`src/rtl/ram_capture_pkg.sv`:
```
// ----------------------------------------------------------------------------
// ram_capture_pkg
// Shared definitions for the RAM capture scheduler: FSM state encoding, the
// bit positions of the fields in the PS-side GPIO control word, and a small
// helper that clamps the requested capture length to what the BRAM can hold.
// No ports (package).
// ----------------------------------------------------------------------------
package ram_capture_pkg;

    typedef enum logic [1:0] {
        IDLE    = 2'd0,
        ARM     = 2'd1,
        CAPTURE = 2'd2,
        DONE    = 2'd3
    } cap_state_t;

    localparam int ENABLE_BIT  = 0;
    localparam int REQUEST_BIT = 1;
    localparam int LEN_LSB     = 2;
    localparam int LEN_MSB     = 6;
    localparam int THR_LSB     = 7;
    localparam int THR_MSB     = 11;

    localparam int LEN_W = LEN_MSB - LEN_LSB + 1;
    localparam int THR_W = THR_MSB - THR_LSB + 1;

    function automatic logic [LEN_W-1:0] clamp_len(input logic [LEN_W-1:0] value,
                                                    input int unsigned     limit);
        if (32'(value) > limit) begin
            return LEN_W'(limit);
        end
        return value;
    endfunction

endpackage

```
`src/rtl/ram_capture_sched_if.sv`:
```
// ----------------------------------------------------------------------------
// ram_capture_sched_if
// Groups the sample stream (AXI-Stream slave side) and the BRAM write port of
// the capture scheduler.
//   S_AXIS_tvalid / S_AXIS_tdata : incoming samples
//   S_AXIS_tready                : stream ready (never stalls after reset)
//   wr_en / wr_addr / wr_data    : BRAM write port
// Modports:
//   master : the environment (stream source and BRAM sink)
//   slave  : the scheduler
// ----------------------------------------------------------------------------
interface ram_capture_sched_if #(
    parameter int ADDR_WIDTH = 14,
    parameter int DATA_WIDTH = 32
);
    logic                  S_AXIS_tvalid;
    logic [DATA_WIDTH-1:0] S_AXIS_tdata;
    logic                  S_AXIS_tready;
    logic                  wr_en;
    logic [ADDR_WIDTH-1:0] wr_addr;
    logic [DATA_WIDTH-1:0] wr_data;

    modport master (
        output S_AXIS_tvalid, S_AXIS_tdata,
        input  S_AXIS_tready, wr_en, wr_addr, wr_data
    );

    modport slave (
        input  S_AXIS_tvalid, S_AXIS_tdata,
        output S_AXIS_tready, wr_en, wr_addr, wr_data
    );
endinterface

```
`src/rtl/ram_capture_throttle.sv`:
```
// ----------------------------------------------------------------------------
// ram_capture_throttle
// Decimation counter for the capture scheduler. Every accepted beat bumps a
// free-running 32-bit counter (wraps modulo 2^32); a beat is qualified for
// writing when the post-increment count has its low log_throttle bits clear,
// so one beat in every 2^log_throttle is kept.
// Ports:
//   clk, rst_n    : clock, asynchronous active-low reset
//   clear         : zero the counter (start of a capture)
//   beat          : a valid sample is being offered while capturing
//   log_throttle  : decimation exponent (0 keeps every beat)
//   qualify       : this beat is to be written
// ----------------------------------------------------------------------------
module ram_capture_throttle
    import ram_capture_pkg::*;
(
    input  logic             clk,
    input  logic             rst_n,
    input  logic             clear,
    input  logic             beat,
    input  logic [THR_W-1:0] log_throttle,
    output logic             qualify
);

    logic [31:0] count_q;
    logic [31:0] count_next;
    logic [31:0] mask;

    // The decision looks at the count after this beat is added, so the last
    // beat of each 2^log_throttle group is the one that gets written.
    always_comb begin
        count_next = count_q + 32'd1;
        mask       = (32'd1 << log_throttle) - 32'd1;
        qualify    = beat && ((count_next & mask) == 32'd0);
    end

    always_ff @(posedge clk or negedge rst_n) begin
        if (!rst_n) begin
            count_q <= '0;
        end else if (clear) begin
            count_q <= '0;
        end else if (beat) begin
            count_q <= count_next;
        end
    end

endmodule

```
`src/rtl/ram_capture_sched.sv`:
```
// ----------------------------------------------------------------------------
// ram_capture_sched
// Sequences the RAM writer datapath: a rising edge on the GPIO request bit
// (with enable set) captures 2^log_length decimated samples into one half of
// the BRAM, then flips to the other half so the PS can read the finished one.
// Ports:
//   aclk, aresetn : clock, asynchronous active-low reset
//   GPIO          : [0] enable, [1] request, [6:2] log_length,
//                   [11:7] log_throttle, [31:12] ignored
//   axis_bus      : sample stream in, BRAM write port out (slave modport)
//   busy          : capture armed or in progress
//   done          : one-cycle pulse when a buffer completes
//   ready_buf     : half holding the most recent complete capture
//   overflow      : sticky, request seen while busy; cleared by enable=0
//   seq_count     : buffer sequence number (only with RAM_CAPTURE_SEQ_EN)
// Optional feature macro: RAM_CAPTURE_SEQ_EN -- adds seq_count and stamps it
// into word 0 of every buffer in place of the sample for that slot.
// ----------------------------------------------------------------------------
module ram_capture_sched
    import ram_capture_pkg::*;
#(
    parameter int ADDR_WIDTH = 14,
    parameter int DATA_WIDTH = 32
) (
    input  logic                 aclk,
    input  logic                 aresetn,
    input  logic [31:0]          GPIO,
    ram_capture_sched_if.slave   axis_bus,
    output logic                 busy,
    output logic                 done,
    output logic                 ready_buf,
    output logic                 overflow
`ifdef RAM_CAPTURE_SEQ_EN
    ,
    output logic [31:0]          seq_count
`endif
);

    cap_state_t            state_q;
    cap_state_t            state_next;

    logic                  enable;
    logic                  request;
    logic                  req_q;
    logic                  req_edge;
    logic                  start;
    logic                  finish;
    logic                  beat;
    logic                  write_fire;
    logic                  last_write;

    logic [LEN_W-1:0]      len_q;
    logic [THR_W-1:0]      thr_q;
    logic [ADDR_WIDTH-1:0] wr_count_q;
    logic [ADDR_WIDTH-1:0] target;
    logic                  half_q;

    logic                  tready_q;
    logic                  wr_en_q;
    logic [ADDR_WIDTH-1:0] wr_addr_q;
    logic [DATA_WIDTH-1:0] wr_data_q;
    logic [DATA_WIDTH-1:0] sample;
    logic                  done_q;
    logic                  ready_buf_q;
    logic                  overflow_q;
    logic                  gpio_unused;

`ifdef RAM_CAPTURE_SEQ_EN
    logic [31:0]           seq_q;
`endif

    assign enable      = GPIO[ENABLE_BIT];
    assign request     = GPIO[REQUEST_BIT];
    assign req_edge    = request && !req_q;
    assign gpio_unused = ^GPIO[31:THR_MSB+1];

    // Beats only count while capturing; dropping enable gates them at once so
    // an abort never produces a trailing write strobe.
    assign beat = (state_q == CAPTURE) && enable && axis_bus.S_AXIS_tvalid;

    ram_capture_throttle u_throttle (
        .clk          (aclk),
        .rst_n        (aresetn),
        .clear        (state_q == ARM),
        .beat         (beat),
        .log_throttle (thr_q),
        .qualify      (write_fire)
    );

    always_ff @(posedge aclk or negedge aresetn) begin
        if (!aresetn) begin
            state_q <= IDLE;
        end else begin
            state_q <= state_next;
        end
    end

    // Next state and decoded controls. enable=0 overrides everything and
    // returns to IDLE without completing the buffer.
    always_comb begin
        state_next = state_q;
        busy       = (state_q == ARM) || (state_q == CAPTURE);
        target     = ADDR_WIDTH'(1) << len_q;
        last_write = write_fire && ((wr_count_q + ADDR_WIDTH'(1)) == target);
        start      = (state_q == IDLE) && enable && req_edge;
        finish     = (state_q == DONE) && enable;
        if (!enable) begin
            state_next = IDLE;
        end else begin
            case (state_q)
                IDLE:    if (req_edge)   state_next = ARM;
                ARM:                     state_next = CAPTURE;
                CAPTURE: if (last_write) state_next = DONE;
                DONE:                    state_next = IDLE;
                default:                 state_next = IDLE;
            endcase
        end
    end

    // With the sequence feature, slot 0 carries the buffer number instead of
    // the sample; the beat is still consumed so decimation phase is kept.
    always_comb begin
        sample = axis_bus.S_AXIS_tdata;
`ifdef RAM_CAPTURE_SEQ_EN
        if (wr_count_q == '0) begin
            sample = DATA_WIDTH'(seq_q);
        end
`endif
    end

    // Datapath registers: request edge detect, latched capture geometry,
    // write counter, registered BRAM write, and buffer hand-off status.
    always_ff @(posedge aclk or negedge aresetn) begin
        if (!aresetn) begin
            req_q       <= 1'b0;
            len_q       <= '0;
            thr_q       <= '0;
            wr_count_q  <= '0;
            half_q      <= 1'b0;
            tready_q    <= 1'b0;
            wr_en_q     <= 1'b0;
            wr_addr_q   <= '0;
            wr_data_q   <= '0;
            done_q      <= 1'b0;
            ready_buf_q <= 1'b0;
            overflow_q  <= 1'b0;
        end else begin
            req_q    <= request;
            tready_q <= 1'b1;
            wr_en_q  <= write_fire;
            done_q   <= finish;
            if (start) begin
                len_q <= clamp_len(GPIO[LEN_MSB:LEN_LSB], ADDR_WIDTH - 1);
                // The 5-bit field cannot exceed 31, so it is taken as is.
                thr_q <= GPIO[THR_MSB:THR_LSB];
            end
            if (state_q == ARM) begin
                wr_count_q <= '0;
            end else if (write_fire) begin
                wr_count_q <= wr_count_q + ADDR_WIDTH'(1);
            end
            if (write_fire) begin
                wr_addr_q <= {half_q, wr_count_q[ADDR_WIDTH-2:0]};
                wr_data_q <= sample;
            end
            if (finish) begin
                ready_buf_q <= half_q;
                half_q      <= ~half_q;
            end
            if (!enable) begin
                overflow_q <= 1'b0;
            end else if (req_edge && (state_q != IDLE)) begin
                overflow_q <= 1'b1;
            end
        end
    end

`ifdef RAM_CAPTURE_SEQ_EN
    always_ff @(posedge aclk or negedge aresetn) begin
        if (!aresetn) begin
            seq_q <= '0;
        end else if (finish) begin
            seq_q <= seq_q + 32'd1;
        end
    end

    assign seq_count = seq_q;
`endif

    assign axis_bus.S_AXIS_tready = tready_q;
    assign axis_bus.wr_en         = wr_en_q;
    assign axis_bus.wr_addr       = wr_addr_q;
    assign axis_bus.wr_data       = wr_data_q;
    assign done                   = done_q;
    assign ready_buf              = ready_buf_q;
    assign overflow               = overflow_q;

endmodule

```
`src/flat_wrapper.sv`:
```
// flat-port wrapper written by rule: the top's interface ports become plain ports
module ram_capture_sched_flat import ram_capture_pkg::*;
#(
    parameter int ADDR_WIDTH = 14,
    parameter int DATA_WIDTH = 32
)
  (aclk, aresetn, GPIO, busy, done, ready_buf, overflow, axis_bus_S_AXIS_tvalid, axis_bus_S_AXIS_tdata, axis_bus_S_AXIS_tready, axis_bus_wr_en, axis_bus_wr_addr, axis_bus_wr_data);
  ram_capture_sched_if #(.ADDR_WIDTH(ADDR_WIDTH), .DATA_WIDTH(DATA_WIDTH)) axis_bus_i ();
  input  logic aclk;
  input  logic aresetn;
  input  logic [31:0] GPIO;
  output logic busy;
  output logic done;
  output logic ready_buf;
  output logic overflow;
  input wire logic [$bits(axis_bus_i.S_AXIS_tvalid)-1:0] axis_bus_S_AXIS_tvalid;
  input wire logic [$bits(axis_bus_i.S_AXIS_tdata)-1:0] axis_bus_S_AXIS_tdata;
  output wire logic [$bits(axis_bus_i.S_AXIS_tready)-1:0] axis_bus_S_AXIS_tready;
  output wire logic [$bits(axis_bus_i.wr_en)-1:0] axis_bus_wr_en;
  output wire logic [$bits(axis_bus_i.wr_addr)-1:0] axis_bus_wr_addr;
  output wire logic [$bits(axis_bus_i.wr_data)-1:0] axis_bus_wr_data;
  assign axis_bus_i.S_AXIS_tvalid = axis_bus_S_AXIS_tvalid;
  assign axis_bus_i.S_AXIS_tdata = axis_bus_S_AXIS_tdata;
  assign axis_bus_S_AXIS_tready = axis_bus_i.S_AXIS_tready;
  assign axis_bus_wr_en = axis_bus_i.wr_en;
  assign axis_bus_wr_addr = axis_bus_i.wr_addr;
  assign axis_bus_wr_data = axis_bus_i.wr_data;
  ram_capture_sched #(.ADDR_WIDTH(ADDR_WIDTH), .DATA_WIDTH(DATA_WIDTH)) u_core (.aclk(aclk), .aresetn(aresetn), .GPIO(GPIO), .axis_bus(axis_bus_i), .busy(busy), .done(done), .ready_buf(ready_buf), .overflow(overflow));
endmodule
```
`config.mk`:
```
export PLATFORM = sky130hd
export DESIGN_NAME = ram_capture_sched_flat
export DESIGN_NICKNAME = d
export VERILOG_FILES = /design/src/rtl/ram_capture_pkg.sv /design/src/rtl/ram_capture_sched_if.sv /design/src/rtl/ram_capture_throttle.sv /design/src/rtl/ram_capture_sched.sv /design/src/flat_wrapper.sv
export SDC_FILE = /design/constraint.sdc
export NUM_CORES = 1
export LEC_CHECK = 0
export CAP_MARGIN = 10
export CORE_UTILIZATION = 60
export DETAILED_ROUTE_END_ITERATION = 16
export DONT_BUFFER_PORTS = 1
export PLACE_DENSITY_LB_ADDON = 0.08
export SYNTH_ARGS = -nofsm -noshare
export SYNTH_HDL_FRONTEND = slang
export SYNTH_SLANG_ARGS = --single-unit
```
`constraint.sdc`:
```
create_clock -name aclk -period 10.9 [get_ports aclk]
set_clock_uncertainty 0.15 [all_clocks]
set_input_delay 1.09 -clock aclk [delete_from_list [all_inputs] [get_ports aclk]]
set_output_delay 1.09 -clock aclk [all_outputs]
set_load 0.02 [all_outputs]
```
==> results of run 1 <==
cells in the mapped netlist, types with 5 or more instances:
master and count:
nor3_1 18, mux2_2 36, ha_1 7, clkbuf_1 31, and4_1 5, nand2_1 105
and3_1 8, a22oi_1 6, nand4_1 12, nor2b_1 13, or4_1 9, nand3_1 32
buf_2 10, xnor2_1 40, a31oi_1 7, or3_1 14, nor2_1 61, a21oi_1 28
dfrtp_1 110, nor4_1 10, inv_1 11, nor3b_1 6, xor2_1 30, o21ai_0 36
power by group through the flow:
stage	clock [mW]	sequential, mW	combinational [mW]
after floorplan	0	0.562	0.319
after global placement	0	0.636	0.307
after detailed placement	0	0.639	0.320
after CTS	0.255	0.632	0.320
after global routing	0.268	0.646	0.363
final	0.245	0.634	0.323
metrics by stage:
| step | setup slack, ns | total power, mW |
|---|---|---|
| after floorplan | 7.04 | 0.881 |
| after detailed placement | 5.43 | 0.958 |
| final | 5.37 | 1.20 |
| after global placement | 5.56 | 0.943 |
| after global routing | 4.87 | 1.28 |
| after CTS | 5.41 | 1.21 |
cell type report:
class / count / area, um2
inverter: 12 / 45.0
clock buffer: 9 / 124
tap: 136 / 170
multi-input combinational: 541 / 3420
fill: 888 / 3770
timing repair buffer: 1 / 7.51
sequential: 110 / 2750
clock inverter: 7 / 73.8
state kept, by name, summed over array words and instances (netlist names):
| signal | flops |
|---|---|
| u_core.axis_bus.wr_data | 32 |
| u_core.u_throttle.count_q | 31 |
| u_core.axis_bus.wr_addr | 14 |
| u_core.wr_count_q | 14 |
| u_core.len_q | 5 |
| u_core.thr_q | 5 |
| u_core.state_q | 2 |
| u_core.axis_bus.S_AXIS_tready | 1 |
| u_core.axis_bus.wr_en | 1 |
| u_core.done | 1 |
| u_core.half_q | 1 |
| u_core.overflow | 1 |
| u_core.ready_buf | 1 |
| u_core.req_q | 1 |
critical path: cells and delay by family, from the launching register on:
| family | cells | cell delay, ns |
|---|---|---|
| AND/OR/NAND/NOR | 5 | 2.01 |
| AO/OA/AOI/OAI | 4 | 0.88 |
| buffers and inverters | 1 | 0.73 |
| flip-flops | 1 | 0.70 |
| adder cells (fa/ha/maj) | 1 | 0.48 |
| multiplexers | 1 | 0.42 |
cells in the final DEF, fill, tap and decap left out, types with 8 or more instances in the layout:
master	count
a21oi_1	28
and3_1	8
mux2_2	36
inv_1	11
nand3_1	32
xnor2_1	40
nor3_1	18
nor2b_1	13
or4_1	9
nand4_1	12
clkbuf_8	9
nor4_1	10
nor2_1	61
nand2_1	105
or3_1	14
xor2_1	30
o21ai_0	36
dfrtp_1	110
worst paths after layout:
kind	depth (start not counted)	slack, ns	endpoint
max	12	5.37	u_core.axis_bus.wr_data[18]$_DFFE_PN0P_
min	0	0.23	u_core.done$_DFF_PN0_
max reg2reg	12	5.37	u_core.axis_bus.wr_data[18]$_DFFE_PN0P_
min reg2reg	1	0.38	u_core.half_q$_DFFE_PN0P_
max in group asynchronous	0	10.22	u_core.u_throttle.count_q[26]$_DFFE_PN0P_
min in group aclk	1	0.38	u_core.half_q$_DFFE_PN0P_
cell families (layout without fill, tap and decap cells):
kind of cell	Yosys count	after routing	share of synthesized area, %
flip-flops	110	110	42.7
XOR/XNOR	70	70	9.52
buffers and inverters	60	29	4.10
adder cells (fa/ha/maj)	7	7	1.36
other	1	1	0.0582
multiplexers	42	42	7.28
AO/OA/AOI/OAI	115	115	11.4
AND/OR/NAND/NOR	306	306	23.5
per-layer routing:
layer	vias up	global-route usage [%]	routed length, um
met2	193	40.3	6230
met1	2413	37.3	6480
met4	0	9.42	231
met5	-	0	0
met3	22	7.05	1120
li1	2411	-	-
==> impl_metrics.py, run 1 <==
metrics = {
    "status": {
        "status": "finished clean",
    },
    "cts": {
        "htreeDepth": 3,
        "insertion_delay_ns": 0.39,
        "cts-root-buf": "clkbuf_8",
        "cts_sinks": 110,
        "ctsResizeCount": 0,
        "clk_path_buf_depth": 2,
        "ctsHoldBuffers": 0,
        "cts_buffers": 9,
        "clk_pin_slew_ns": 0.11,
        "cts_tree": "yes",
        "postCtsSetupBuffers": 0,
    },
    "floorplanning": {
        "start_util_pct": 62.1,
        "die_x_um": 106,
        "rows": 37,
        "pin_count": 119,
        "dieArea_um2": 11200,
        "die_height_um": 106,
        "coreArea_um2": 10400,
    },
    "timing": {
        "hold_violations": 0,
        "tightest_slew_ns": 1.06,
        "final.min_clock_period_ns": 5.53,
        "drv_slew": 0,
        "tns_ns": 0,
        "slew-limit-headroom_pct": 28.6,
        "hold_slack_ns": 0.234,
        "fin_crit_sh_pct": 50.8,
        "fmax_mhz": 181,
        "rsz0062_at_grt": "false",
        "setup_viol": 0,
    },
    "logic_synthesis": {
        "yosys_warnings": 0,
        "synth_top_cell_area_share_pct": 42.7,
        "syn_nets": 785,
        "synth_edf_count": 0,
        "async_reset_ff_share_pct": 100,
        "avgSynthCellArea_um2": 9.06,
        "yosysTopAreaCell": "dfrtp_1",
        "ys_ff_latch": 110,
        "synthesis.area_um2": 6440,
        "ys.flop_type": "dfrtp_1",
        "synth_seq_area_share_pct": 42.7,
        "yosysUniqueCellTypes": 67,
        "synthesis.instances": 711,
        "synth_area_leaders": "dfrtp_1 43%, mux2_2 6.3%, nand2_1 6.1%, xnor2_1 5.4%, xor2_1 4.1%",
    },
    "setup_path": {
        "critical_path_class": "flop to flop",
        "r2r-start": "u_core.thr_q[4]$_DFFE_PN0P_",
        "cp.arrival_ns": 5.66,
        "critical_path.cell_chain": "nor4_1 > nand2_1 > ha_1 > nand2_1 > o21ai_0 > a31oi_1 > a21oi_1 > a2111o_1 > nor4_4 > nand2_4 > inv_2 > mux2_2",
        "crit_path_start": "u_core.thr_q[4]$_DFFE_PN0P_",
        "cp_max_fo": 48,
        "start_kind": "flop",
        "crit_slowest_cell": "inv_2",
        "worst_setup_path_end_kind": "flop",
        "slowest_delay_ns": 0.73,
        "critical_path.most_common_cell": "nand2_1",
        "crit_required_ns": 11.03,
    },
    "place": {
        "dp_hpwl_um": 9660,
        "place_area_um2": 6400,
        "dpl.cell_count": 800,
        "io_buffer_count": 0,
        "gp_congestion": 0.887,
    },
    "pwr": {
        "internal_power_mw": 0.703,
        "peakVddDrop_mv": 0.128,
        "power_density_nw_per_um2": 182,
        "comb_power_share_pct": 26.9,
        "switchingPower_mw": 0.499,
        "leakagePower_nw": 2.83,
        "p_sw_share_pct": 41.5,
        "pwr-share-clk_pct": 20.4,
        "pwr-share-seq_pct": 52.7,
    },
    "route": {
        "drtAntennaViolNets": 0,
        "vias": 5039,
        "viasPerCell": 6.18,
        "drtIter0Drc": 310,
        "drt_first_pass_iters": 5,
        "wire_per_inst_um": 17.2,
        "routed_wl_um": 14100,
        "drc_errors": 0,
    },
    "finish": {
        "area_growth_pct": 2.43,
        "final_area_um2": 6600,
        "nNetsFinal": 749,
        "drive_gt1_share_pct": 9.26,
        "insertedDiodeCount": 0,
        "layout.cells.non_filler": 816,
        "post-route-util_pct": 63.6,
    },
    "global_route": {
        "grt_pass1_wl_um": 23800,
        "antenna_found_initial": 0,
        "overflow": 0,
        "grt_pass1_vias": 4842,
        "grt_use_total_pct": 26.7,
        "grt_max_degree": 111,
    },
    "hold_path": {
        "holdCritPathClass": "input pin to asynchronous set/reset pin",
    },
    "job": {
        "max_cap_viol_count": 0,
    },
}
Power figures use the tool's default switching activity.
==> inputs of run 2 (changes only) <==
--- a/config.mk
+++ b/config.mk
@@ -6,7 +6,7 @@
 export NUM_CORES = 1
 export LEC_CHECK = 0
 export CAP_MARGIN = 10
-export CORE_UTILIZATION = 60
+export CORE_UTILIZATION = 58
 export DETAILED_ROUTE_END_ITERATION = 16
 export DONT_BUFFER_PORTS = 1
 export PLACE_DENSITY_LB_ADDON = 0.08
==> constraint.sdc (replaced) <==
create_clock -name aclk -period 4.8 [get_ports aclk]
set_clock_uncertainty 0.15 [all_clocks]
set_input_delay 0.48 -clock aclk [delete_from_list [all_inputs] [get_ports aclk]]
set_output_delay 0.48 -clock aclk [all_outputs]
set_load 0.02 [all_outputs]
==> impl_metrics.py, run 2 (synthesis gave the netlist of run 1 again) <==
metrics = {
    "status": {
        "status": "finished clean",
    },
    "finish": {
        "area_growth_pct": 4.56,
        "multi_input_area_um2": 3420,
        "nNetsFinal": 763,
        "seq_area_um2": 2750,
        "layout_commonest_cell": "dfrtp_1",
        "largest_register_ffs": 32,
        "insertedDiodeCount": 0,
        "drive_gt1_share_pct": 10.8,
        "fillers": 952,
        "layout_common_cells": "110 x dfrtp_1, 105 x nand2_1, 61 x nor2_1, 40 x xnor2_1",
    },
    "route": {
        "routed_wl_um": 14200,
        "drt_first_pass_iters": 5,
        "drtAntennaViolNets": 0,
        "wire_per_inst_um": 17.0,
        "drc_errors": 0,
        "drtIter0Drc": 407,
        "vias": 5117,
        "viasPerCell": 6.14,
    },
    "cts": {
        "htreeDepth": 3,
        "clk_pin_slew_ns": 0.12,
        "cts-root-buf": "clkbuf_8",
        "cts_tree": "yes",
        "postCtsSetupBuffers": 0,
        "cts_sinks": 110,
        "clk_path_buf_depth": 2,
        "ctsResizeCount": 0,
        "cts_buffers": 9,
        "insertion_delay_ns": 0.39,
        "ctsHoldBuffers": 3,
    },
    "floorplanning": {
        "die_x_um": 107,
        "coreArea_um2": 10800,
        "pin_count": 119,
        "start_util_pct": 59.4,
        "dieArea_um2": 11500,
        "die_height_um": 107,
        "rows": 38,
    },
    "setup_path": {
        "slowest_delay_ns": 0.66,
        "start_kind": "flop",
        "crit_slowest_cell": "dfrtp_1",
        "crit_required_ns": 4.93,
        "cp.arrival_ns": 4.44,
        "critical_path.most_common_cell": "nor3_1",
        "critical_path.cell_chain": "inv_1 > nand2_1 > ha_1 > nor3_1 > a32o_1 > a2111oi_0 > o21ai_0 > nor3_1 > and4_1 > nand2_4 > inv_2 > mux2_2",
        "cp_max_fo": 35,
        "critical_path_class": "flop to flop",
        "worst_setup_path_end_kind": "flop",
    },
    "global_route": {
        "antenna_found_initial": 0,
        "overflow": 0,
        "grtUsageMet1_pct": 36.4,
        "grt_util_met3_pct": 6.54,
        "grt_util_met2_pct": 39.7,
        "grt_max_degree": 111,
        "grt_pass1_wl_um": 23800,
        "grt_use_total_pct": 26.2,
        "grt_pass1_vias": 4858,
        "top_usage_layer": "met2",
    },
    "timing": {
        "tightest_slew_ns": 0.690,
        "fmax_mhz": 232,
        "setup_viol": 0,
        "hold_slack_ns": 0.0406,
        "rsz0062_at_grt": "false",
        "drv_slew": 0,
        "tns_ns": 0,
        "final.min_clock_period_ns": 4.31,
        "fin_crit_sh_pct": 89.9,
        "slew-limit-headroom_pct": 53.9,
        "hold_violations": 0,
    },
    "place": {
        "gp_congestion": 0.900,
        "dp_hpwl_um": 9840,
        "io_buffer_count": 0,
    },
    "pwr": {
        "peakVddDrop_mv": 0.493,
        "leakagePower_nw": 2.90,
        "total_power_mw": 2.80,
        "power_density_nw_per_um2": 415,
    },
    "job": {
        "max_cap_viol_count": 0,
    },
    "hold_path": {
        "holdCritPathClass": "input pin to flop",
    },
}
run 2: cell types whose count changed in the layout (fill, tap and decap cells not counted), sizes merged:
cell / before / now
buf: 1 / 13
dlygate4sd3: 0 / 2
clkinvlp: 0 / 1
clkbuf: 9 / 10
inv: 17 / 15
run 2: final timing paths:
check	slack (ns)	start	depth (start not counted)	to
min in group asynchronous	0.52	aresetn	2	u_core.thr_q[0]$_DFFE_PN0P_
max in group asynchronous	3.54	aresetn	2	u_core.wr_count_q[11]$_DFFE_PN0P_
min reg2reg	0.35	u_core.half_q$_DFFE_PN0P_	1	u_core.half_q$_DFFE_PN0P_
min	0.04	GPIO[0]	1	u_core.overflow$_DFFE_PN0P_
max	0.49	u_core.thr_q[0]$_DFFE_PN0P_	12	u_core.axis_bus.wr_data[17]$_DFFE_PN0P_
max reg2reg	0.49	u_core.thr_q[0]$_DFFE_PN0P_	12	u_core.axis_bus.wr_data[17]$_DFFE_PN0P_
run 2: where the power goes:
part / leakage, nW / total [mW] / internal, mW / switching, mW
logic: 1.29 / 0.904 / 0.353 / 0.551
clock network: 0.101 / 0.574 / 0.218 / 0.356
registers: 1.51 / 1.32 / 1.07 / 0.254
total: 2.90 / 2.80 / 1.64 / 1.16
run 2: critical path: cells and delay by family, from the launching register on:
kind                       cells  cell delay [ns]
and+or+nand+nor                5             0.95
AOI/OAI and AO/OA              3             0.86
DFF                            1             0.66
buffers and inverters          2             0.63
adders and majority gates      1             0.51
muxes                          1             0.41
run 2: cell type report:
| cell class | count | area share [%] |
|---|---|---|
| clock inverter | 6 | 0.929 |
| timing repair buffer | 15 | 2.04 |
| clock buffer | 10 | 2.04 |
| sequential | 110 | 40.9 |
| multi-input combinational | 541 | 50.8 |
| tap | 140 | 2.60 |
| inverter | 12 | 0.669 |
run 2: metal layers:
metal  wire [um]  up-vias
li1            -     2438
met1        6600     2483
met2        6380      180
met3        1010       16
met4         219        0
met5           0        -
run 2: stage by stage:
stage | setup slack, ns | std cells | util, % | cell area [um2]
CTS | 0.480 | 834 | 62.1 | 6740
finish | 0.486 | 834 | 62.1 | 6740
detailed placement | 0.529 | 815 | 59.8 | 6490
global route | 0.0470 | 834 | 62.1 | 6740
global placement | 0.610 | 815 | 59.8 | 6490
floorplan | 0.935 | 711 | - | 6440
